--- config.mk ---
export PLATFORM = sky130hd
export DESIGN_NAME = cam_alloc_ctrl_flat
export DESIGN_NICKNAME = d
export VERILOG_FILES = /design/src/rtl/cam_alloc_ctrl_if.sv /design/src/rtl/cam_alloc_ctrl.sv /design/src/flat_wrapper.sv
export SDC_FILE = /design/constraint.sdc
export NUM_CORES = 1
export LEC_CHECK = 0
export CORE_MARGIN = 2
export CORE_UTILIZATION = 33
export DETAILED_ROUTE_END_ITERATION = 10
export PLACE_DENSITY = 0.56
export SYNTH_ARGS = -nofsm -noshare
export SYNTH_HDL_FRONTEND = slang
export SYNTH_SLANG_ARGS = --single-unit
--- constraint.sdc ---
create_clock -name clk -period 5.3 [get_ports clk]
set_input_delay 1.06 -clock clk [delete_from_list [all_inputs] [get_ports clk]]
set_output_delay 1.06 -clock clk [all_outputs]
set_load 0.02 [all_outputs]
--- src/rtl/cam_alloc_ctrl_if.sv ---
// Request/status channel (requester -> controller) and cam write/search channel (controller -> cam).
// Active-low strobes keep the cam's native polarity; masks are carried but always zero.
interface cam_alloc_ctrl_if #(
  parameter int KEY   = 16,
  parameter int DEPTH = 32
);
  localparam int ADDR = $clog2(DEPTH);

  logic            ins_req_;
  logic [KEY-1:0]  ins_key;
  logic            ins_ready;
  logic            ins_done;
  logic            ins_hit;
  logic            ins_full;
  logic [ADDR-1:0] ins_addr;
  logic            del_req_;
  logic [ADDR-1:0] del_addr;
  logic            del_done;
  logic [ADDR:0]   count;
  logic            err;

  modport master (
    output ins_req_, ins_key, del_req_, del_addr,
    input  ins_ready, ins_done, ins_hit, ins_full, ins_addr, del_done, count, err
  );
  modport slave (
    input  ins_req_, ins_key, del_req_, del_addr,
    output ins_ready, ins_done, ins_hit, ins_full, ins_addr, del_done, count, err
  );
endinterface

interface cam_port_if #(
  parameter int KEY   = 16,
  parameter int DEPTH = 32
);
  localparam int ADDR = $clog2(DEPTH);

  logic            cam_we_;
  logic [KEY:0]    cam_wm;
  logic [KEY:0]    cam_wd;
  logic [ADDR-1:0] cam_waddr;
  logic            cam_re_;
  logic [KEY:0]    cam_rm;
  logic [KEY:0]    cam_rd;
  logic            cam_match;
  logic            cam_multi;
  logic [ADDR-1:0] cam_raddr;

  modport master (
    output cam_we_, cam_wm, cam_wd, cam_waddr, cam_re_, cam_rm, cam_rd,
    input  cam_match, cam_multi, cam_raddr
  );
  modport slave (
    input  cam_we_, cam_wm, cam_wd, cam_waddr, cam_re_, cam_rm, cam_rd,
    output cam_match, cam_multi, cam_raddr
  );
endinterface

--- src/rtl/cam_alloc_ctrl.sv ---
// CAM insert/delete controller: duplicate search, lowest-free allocation, tag-clear delete.
// Insert done 3 cycles after accept (2 on hit/full), delete done 2; ins_ready low while busy or deleting.
module cam_alloc_ctrl #(
  parameter int KEY   = 16,
  parameter int DEPTH = 32
) (
  input  logic             clk,
  input  logic             reset,
  cam_alloc_ctrl_if.slave  req,
  cam_port_if.master       cam
);
  localparam int ADDR = $clog2(DEPTH);
  localparam logic [ADDR:0] FULL_CNT = (ADDR+1)'(DEPTH);
  localparam logic [ADDR:0] ONE      = (ADDR+1)'(1);

  typedef enum logic [2:0] {IDLE, SEARCH, WRITE, DEL, DONE} state_t;

  state_t          state_q, state_d;
  logic [KEY-1:0]  key_q, key_d;
  logic [ADDR-1:0] addr_q, addr_d;
  logic [ADDR-1:0] del_addr_q, del_addr_d;
  logic [DEPTH-1:0] valid_q, valid_d;
  logic [ADDR:0]   count_q, count_d;
  logic            err_q, err_d;
  logic            hit_q, hit_d;
  logic            full_q, full_d;
  logic            del_done_q;
  logic [ADDR-1:0] free_addr;

  logic            ins_ready, ins_done;
  logic            we_n, re_n;
  logic [KEY:0]    wd, rd;
  logic [ADDR-1:0] waddr;

  always_ff @(posedge clk or negedge reset) begin
    if (!reset) begin
      state_q    <= IDLE;
      key_q      <= '0;
      addr_q     <= '0;
      del_addr_q <= '0;
      valid_q    <= '0;
      count_q    <= '0;
      err_q      <= 1'b0;
      hit_q      <= 1'b0;
      full_q     <= 1'b0;
      del_done_q <= 1'b0;
    end else begin
      state_q    <= state_d;
      key_q      <= key_d;
      addr_q     <= addr_d;
      del_addr_q <= del_addr_d;
      valid_q    <= valid_d;
      count_q    <= count_d;
      err_q      <= err_d;
      hit_q      <= hit_d;
      full_q     <= full_d;
      del_done_q <= (state_q == DEL);
    end
  end

  // Descending scan so the lowest clear bit is the last one to win.
  always_comb begin
    free_addr = '0;
    for (int i = DEPTH - 1; i >= 0; i--) begin
      if (!valid_q[i]) free_addr = ADDR'(i);
    end
  end

  always_comb begin
    state_d    = state_q;
    key_d      = key_q;
    addr_d     = addr_q;
    del_addr_d = del_addr_q;
    valid_d    = valid_q;
    count_d    = count_q;
    err_d      = err_q;
    hit_d      = hit_q;
    full_d     = full_q;
    ins_ready  = 1'b0;
    ins_done   = 1'b0;
    we_n       = 1'b1;
    re_n       = 1'b1;
    wd         = '0;
    rd         = '0;
    waddr      = '0;
    case (state_q)
      IDLE: begin
        if (!req.del_req_) begin
          del_addr_d = req.del_addr;
          state_d    = DEL;
        end else begin
          ins_ready = 1'b1;
          if (!req.ins_req_) begin
            key_d   = req.ins_key;
            hit_d   = 1'b0;
            full_d  = 1'b0;
            state_d = SEARCH;
          end
        end
      end
      SEARCH: begin
        re_n = 1'b0;
        rd   = {1'b1, key_q};
        if (cam.cam_match) begin
          hit_d   = 1'b1;
          addr_d  = cam.cam_raddr;
          err_d   = err_q | cam.cam_multi;
          state_d = DONE;
        end else if (count_q == FULL_CNT) begin
          full_d  = 1'b1;
          addr_d  = '0;
          state_d = DONE;
        end else begin
          addr_d  = free_addr;
          state_d = WRITE;
        end
      end
      WRITE: begin
        we_n  = 1'b0;
        waddr = addr_q;
        wd    = {1'b1, key_q};
        if (!valid_q[addr_q]) begin
          valid_d[addr_q] = 1'b1;
          count_d         = count_q + ONE;
        end
        state_d = DONE;
      end
      DEL: begin
        we_n  = 1'b0;
        waddr = del_addr_q;
        if (valid_q[del_addr_q]) begin
          valid_d[del_addr_q] = 1'b0;
          count_d             = count_q - ONE;
        end
        state_d = IDLE;
      end
      DONE: begin
        ins_done = 1'b1;
        state_d  = IDLE;
      end
      default: state_d = IDLE;
    endcase
  end

  assign req.ins_ready = ins_ready;
  assign req.ins_done  = ins_done;
  assign req.ins_hit   = hit_q;
  assign req.ins_full  = full_q;
  assign req.ins_addr  = addr_q;
  assign req.del_done  = del_done_q;
  assign req.count     = count_q;
  assign req.err       = err_q;

  assign cam.cam_we_   = we_n;
  assign cam.cam_wm    = '0;
  assign cam.cam_wd    = wd;
  assign cam.cam_waddr = waddr;
  assign cam.cam_re_   = re_n;
  assign cam.cam_rm    = '0;
  assign cam.cam_rd    = rd;
endmodule

--- src/flat_wrapper.sv ---
// flat-port wrapper written by rule: the top's interface ports become plain ports
module cam_alloc_ctrl_flat 
#(
  parameter int KEY   = 16,
  parameter int DEPTH = 32
)
  (clk, reset, req_ins_req_, req_ins_key, req_del_req_, req_del_addr, req_ins_ready, req_ins_done, req_ins_hit, req_ins_full, req_ins_addr, req_del_done, req_count, req_err, cam_cam_we_, cam_cam_wm, cam_cam_wd, cam_cam_waddr, cam_cam_re_, cam_cam_rm, cam_cam_rd, cam_cam_match, cam_cam_multi, cam_cam_raddr);
  cam_alloc_ctrl_if #(.KEY(KEY), .DEPTH(DEPTH)) req_i ();
  cam_port_if #(.KEY(KEY), .DEPTH(DEPTH)) cam_i ();
  input  logic clk;
  input  logic reset;
  input wire logic [$bits(req_i.ins_req_)-1:0] req_ins_req_;
  input wire logic [$bits(req_i.ins_key)-1:0] req_ins_key;
  input wire logic [$bits(req_i.del_req_)-1:0] req_del_req_;
  input wire logic [$bits(req_i.del_addr)-1:0] req_del_addr;
  output wire logic [$bits(req_i.ins_ready)-1:0] req_ins_ready;
  output wire logic [$bits(req_i.ins_done)-1:0] req_ins_done;
  output wire logic [$bits(req_i.ins_hit)-1:0] req_ins_hit;
  output wire logic [$bits(req_i.ins_full)-1:0] req_ins_full;
  output wire logic [$bits(req_i.ins_addr)-1:0] req_ins_addr;
  output wire logic [$bits(req_i.del_done)-1:0] req_del_done;
  output wire logic [$bits(req_i.count)-1:0] req_count;
  output wire logic [$bits(req_i.err)-1:0] req_err;
  output wire logic [$bits(cam_i.cam_we_)-1:0] cam_cam_we_;
  output wire logic [$bits(cam_i.cam_wm)-1:0] cam_cam_wm;
  output wire logic [$bits(cam_i.cam_wd)-1:0] cam_cam_wd;
  output wire logic [$bits(cam_i.cam_waddr)-1:0] cam_cam_waddr;
  output wire logic [$bits(cam_i.cam_re_)-1:0] cam_cam_re_;
  output wire logic [$bits(cam_i.cam_rm)-1:0] cam_cam_rm;
  output wire logic [$bits(cam_i.cam_rd)-1:0] cam_cam_rd;
  input wire logic [$bits(cam_i.cam_match)-1:0] cam_cam_match;
  input wire logic [$bits(cam_i.cam_multi)-1:0] cam_cam_multi;
  input wire logic [$bits(cam_i.cam_raddr)-1:0] cam_cam_raddr;
  assign req_i.ins_req_ = req_ins_req_;
  assign req_i.ins_key = req_ins_key;
  assign req_i.del_req_ = req_del_req_;
  assign req_i.del_addr = req_del_addr;
  assign req_ins_ready = req_i.ins_ready;
  assign req_ins_done = req_i.ins_done;
  assign req_ins_hit = req_i.ins_hit;
  assign req_ins_full = req_i.ins_full;
  assign req_ins_addr = req_i.ins_addr;
  assign req_del_done = req_i.del_done;
  assign req_count = req_i.count;
  assign req_err = req_i.err;
  assign cam_cam_we_ = cam_i.cam_we_;
  assign cam_cam_wm = cam_i.cam_wm;
  assign cam_cam_wd = cam_i.cam_wd;
  assign cam_cam_waddr = cam_i.cam_waddr;
  assign cam_cam_re_ = cam_i.cam_re_;
  assign cam_cam_rm = cam_i.cam_rm;
  assign cam_cam_rd = cam_i.cam_rd;
  assign cam_i.cam_match = cam_cam_match;
  assign cam_i.cam_multi = cam_cam_multi;
  assign cam_i.cam_raddr = cam_cam_raddr;
  cam_alloc_ctrl #(.KEY(KEY), .DEPTH(DEPTH)) u_core (.clk(clk), .reset(reset), .req(req_i), .cam(cam_i));
endmodule
# Yosys cells after proc, flatten, opt, wreduce, memory -nomap -nowiden
# Cells that the tools add are included.
dict set report word_totals {
  word_cells 115
  ff_bits 71
  out_inout_bits 92
}
dict set report classes {
  magnitude_cmp 4
  reduce_logical 12
  bitwise_logic 6
  eq_ne 13
  mux 68
  addsub 2
}
# operator count
set op_table {}
lappend op_table {{2-to-1 mux 5 bit} 34}
lappend op_table {{2-to-1 mux 32 bit} 2}
lappend op_table {{one-hot mux 32 bit (2 select lines)} 1}
lappend op_table {{2-to-1 mux 17 bit} 2}
lappend op_table {{AND 32 bit} 1}
lappend op_table {{inverter 32 bit} 1}
lappend op_table {{bitwise OR 32 bit} 1}
lappend op_table {{2-to-1 mux 1 bit} 14}
lappend op_table {{less-than comparator 5 x 6 -> 1 bit, second input constant} 2}
lappend op_table {{2-to-1 mux 3 bit} 4}
lappend op_table {{2-to-1 mux 6 bit} 2}
lappend op_table {{inequality test 2 bit, second input constant} 6}
lappend op_table {{one-hot mux 6 bit (2 select lines)} 1}
lappend op_table {{binary-select mux 1 bit (select 5 bit)} 2}
lappend op_table {{demux 1 bit (select 5 bit)} 2}
lappend op_table {{greater-or-equal comparator 5 x 1 -> 1 bit, second input constant} 2}
lappend op_table {{one-hot mux 5 bit (2 select lines)} 1}
lappend op_table {{one-hot mux 3 bit (3 select lines)} 1}
lappend op_table {{adder 6 x 1 -> 6 bit, second input constant} 1}
lappend op_table {{== test 3 x 2 -> 1 bit, second input constant} 2}
lappend op_table {{== test 6 bit, second input constant} 1}
lappend op_table {{AND reduction 3 bit} 2}
lappend op_table {{subtractor 6 x 1 -> 6 bit, second input constant} 1}
lappend op_table {{AND reduction 5 bit} 1}
lappend op_table {{13 further kinds} 18}

# Depth between registers and ports, before layout
dict set report logic_depth {
  ltp_word 34
  depth_mapped 10
  ltp_nobuf 10
}

# Least setup slack after synthesis
# Ideal clock, no wire load.
dict set report synth_path {
  path_kind {register -> output}
  from {register u_core.state_q[1]}
  to {output port cam_cam_rd[10]}
  stages_incl_launch_ff 6
  t_required_ps 4240
  slack_ps 2425
  arrival_ps 1815
  path_cell_list {dfrtp_1 -> or3b_2 -> clkbuf_1 -> inv_1 -> clkbuf_1 -> and2_1}
}
dict set report synth_between {
  elab_chain_cells 2
}
# item line
set synth_lines {}
lappend synth_lines {{start: declaration} cam_alloc_ctrl.sv:18} ;# state_t state_q, state_d;
lappend synth_lines {{start signal: assignment} cam_alloc_ctrl.sv:48} ;# state_q <= state_d;
lappend synth_lines {{== test 3 x 1 -> 1 bit} cam_alloc_ctrl.sv:86} ;# case (state_q)
lappend synth_lines {{2-to-1 mux 17 bit} cam_alloc_ctrl.sv:86}
lappend synth_lines {{end: declaration} flat_wrapper.sv:30} ;# output wire logic [$bits(cam_i.cam_rd)-1:0] cam_cam_rd;
# Every way passes these cells.

# Final worst setup path
dict set report layout_path {
  from {register u_core.state_q[0]}
  to {output port cam_cam_rd[4]}
}
# Same word-level chain as after synthesis.

==> impl_metrics.ini <==
[logic_synthesis]
yosysWarnings = 0
syn_area_per_cell_sq_um = 9.905
syn_inst = 454
yosys-top-cells-count = 71 x dfrtp_1, 69 x o21ai_0, 40 x buf_4, 33 x and2_1, 26 x nand2_1
syn_area_sq_um = 4497
yosys-top-cells-area = dfrtp_1 40%, mux4_2 8.0%, o21ai_0 7.7%
yosys.cell_count.top_type = dfrtp_1
async_reset_ff_share_pct = 100.0
synth_edf_count = 0
ys_ff_latch = 71
ys_types = 52
synth_top_cell_area_share_pct = 39.51
yosys.area.top_type = dfrtp_1
ys_seq_area_share_pct = 39.51
synth-main-ff-cell = dfrtp_1

[clock_tree]
htreeDepth = 3
cts.path.max_buffers = 2
ctsHoldBuffers = 0
cts_tree = done
cts_root_buf = clkbuf_16
post_cts_resized = 0
clk_pin_slew_ns = 0.05
cts-buffers-inserted = 9
cts_setup_buffers = 0
clock-sinks = 71
clock_latency_ns = 0.33

[sta]
fin_crit_ns = 4.062
finalCritPeriodShare_pct = 76.64
drv_slew = 0
rsz0062_at_grt = no
fmax_ghz = 0.2462
slew-limit-headroom_pct = 41.67
worstMarginPinSlew_ns = 0.8717
fin_worst_skew_ns = 0.007175
hold_viol_final = 0
whs_ns = 0.4888
setup_viol = 0
setup_tns_ns = 0

[place]
io_buffers = 89
gp_congestion = 0.8793
dp_cells = 690
hpwl_microns = 8969

[floorplan]
fp.dieW_microns = 120.7
dieArea_sq_um = 14580
design.core.area_sq_um = 13300
start_util_pct = 33.82
ios = 124
rows = 42
chipHeight_microns = 120.7

[cells_and_area]
fillers = 1273
layout.nets = 562
antennaDiodeCount = 0
drive_above_1_share_pct = 12.83
syn2layout_area_growth_pct = 25.46
final_util_pct = 42.43
fin_cells = 706

[drt]
wl_per_cell_microns = 17.95
vias = 3698
drt_first_iter_violations = 239
post_drt_via_cell_ratio = 5.238
drt_first_pass_iters = 5
ant_nets = 0
drc = 0
wirelength_microns = 12680

[grt]
grt_max_degree = 44
grt_first_pass_wirelength_microns = 20130
grt-ovfl-total = 0
grt_antenna_before_repair = 0
grt_usage_pct = 17.84
grt_pass1_vias = 3751

[setup_path]
cp.arrival_ns = 3.00
crit_type = register to output pin
worst_setup_path_end_kind = output pin
start_kind = register
crit_fanout = 27
cp_data_required_time_ns = 4.24
regToRegSetupSlack_ns = 1.81

[run_status]
outcome = complete, no violations

[pwr]
ir_worst_vdd_mv = 0.2860
leakage_nw = 2.271
total_power_mw = 3.296
p_per_area_nw_per_um2 = 584.2

[worst_hold_path]
hp-class = register to register

[flow_run]
drv_cap = 0
layout by cell type, fill, tap and decap left out, drive strengths merged, types with 16 or more instances in the layout:
cell            n
mux4           18
clkdlybuf4s50  88
nand2          26
conb           34
and2           33
o21ai          77
nand3          16
dfrtp          71
nor2           21
mux2           25
stage by stage:
step / area, sq um / setup slack (ns)
after floorplan: 4621 / 2.425
after global placement: 5328 / 1.665
after detailed placement: 5328 / 1.574
after CTS: 5642 / 1.215
after global routing: 5642 / 1.008
final: 5642 / 1.238
area by class of cell:
class	instances	area, sq um	share of cell area [%]
Multi-Input combinational cell	339	2377	42.14
Clock inverter	6	85.08	1.508
Inverter	12	45.04	0.7984
Clock buffer	10	229.0	4.059
Tap cell	176	220.2	3.903
Timing Repair Buffer	92	908.4	16.10
Sequential cell	71	1777	31.49
power by group:
| group | leakage, nW | total (mW) | switching, mW | internal (mW) |
|---|---|---|---|---|
| Clock | 0.148 | 0.638 | 0.228 | 0.410 |
| Sequential | 0.902 | 1.16 | 0.391 | 0.767 |
| Combinational | 1.22 | 1.50 | 0.734 | 0.766 |
| Total | 2.27 | 3.30 | 1.35 | 1.94 |
state kept, by name (all words and copies together) (netlist names):
signal,count
u_core.req.del_done,1
u_core.state_q,3
u_core.req.ins_hit,1
u_core.req.err,1
u_core.req.ins_full,1
u_core.valid_q,32
u_core.del_addr_q,5
u_core.req.ins_addr,5
u_core.key_q,16
u_core.req.count,6
metal layers:
layer | vias up | GRT usage (%) | routed length (microns)
li1 | 1689 | - | -
met1 | 1804 | 24.78 | 5540
met2 | 185 | 26.87 | 5873
met3 | 20 | 4.906 | 1064
met4 | 0 | 5.959 | 197
met5 | - | 0 | 0
logic make-up after synthesis:
kind of cell             synth area share, %
AND/OR/NAND/NOR                        15.42
AO/OA/AOI/OAI                          14.44
buffers and inverters                  10.38
flip-flops                             39.51
multiplexers                           17.45
XOR/XNOR                               1.169
adder cells (fa/ha/maj)                1.558
other                                0.08339
worst paths after layout:
path	start	to	cells past startpoint
worst max-delay path	u_core.state_q[0]	cam_cam_rd[4]	4
worst min-delay path	u_core.req.err	u_core.req.err	1
worst max register to register	u_core.del_addr_q[1]	u_core.valid_q[4]	7
worst min register to register	u_core.req.err	u_core.req.err	1
max in group asynchronous	reset	u_core.req.ins_addr[3]	2
min in group asynchronous	reset	u_core.req.count[5]	1
worst max-delay path, cell delays in order (launching register included):
cell and delay [ns]:
dfrtp_1 0.65, or3b_2 0.61, inv_1 0.57, and2_1 0.23, clkdlybuf4s50_1 0.60
No activity file was read; power rests on OpenSTA's default activity.
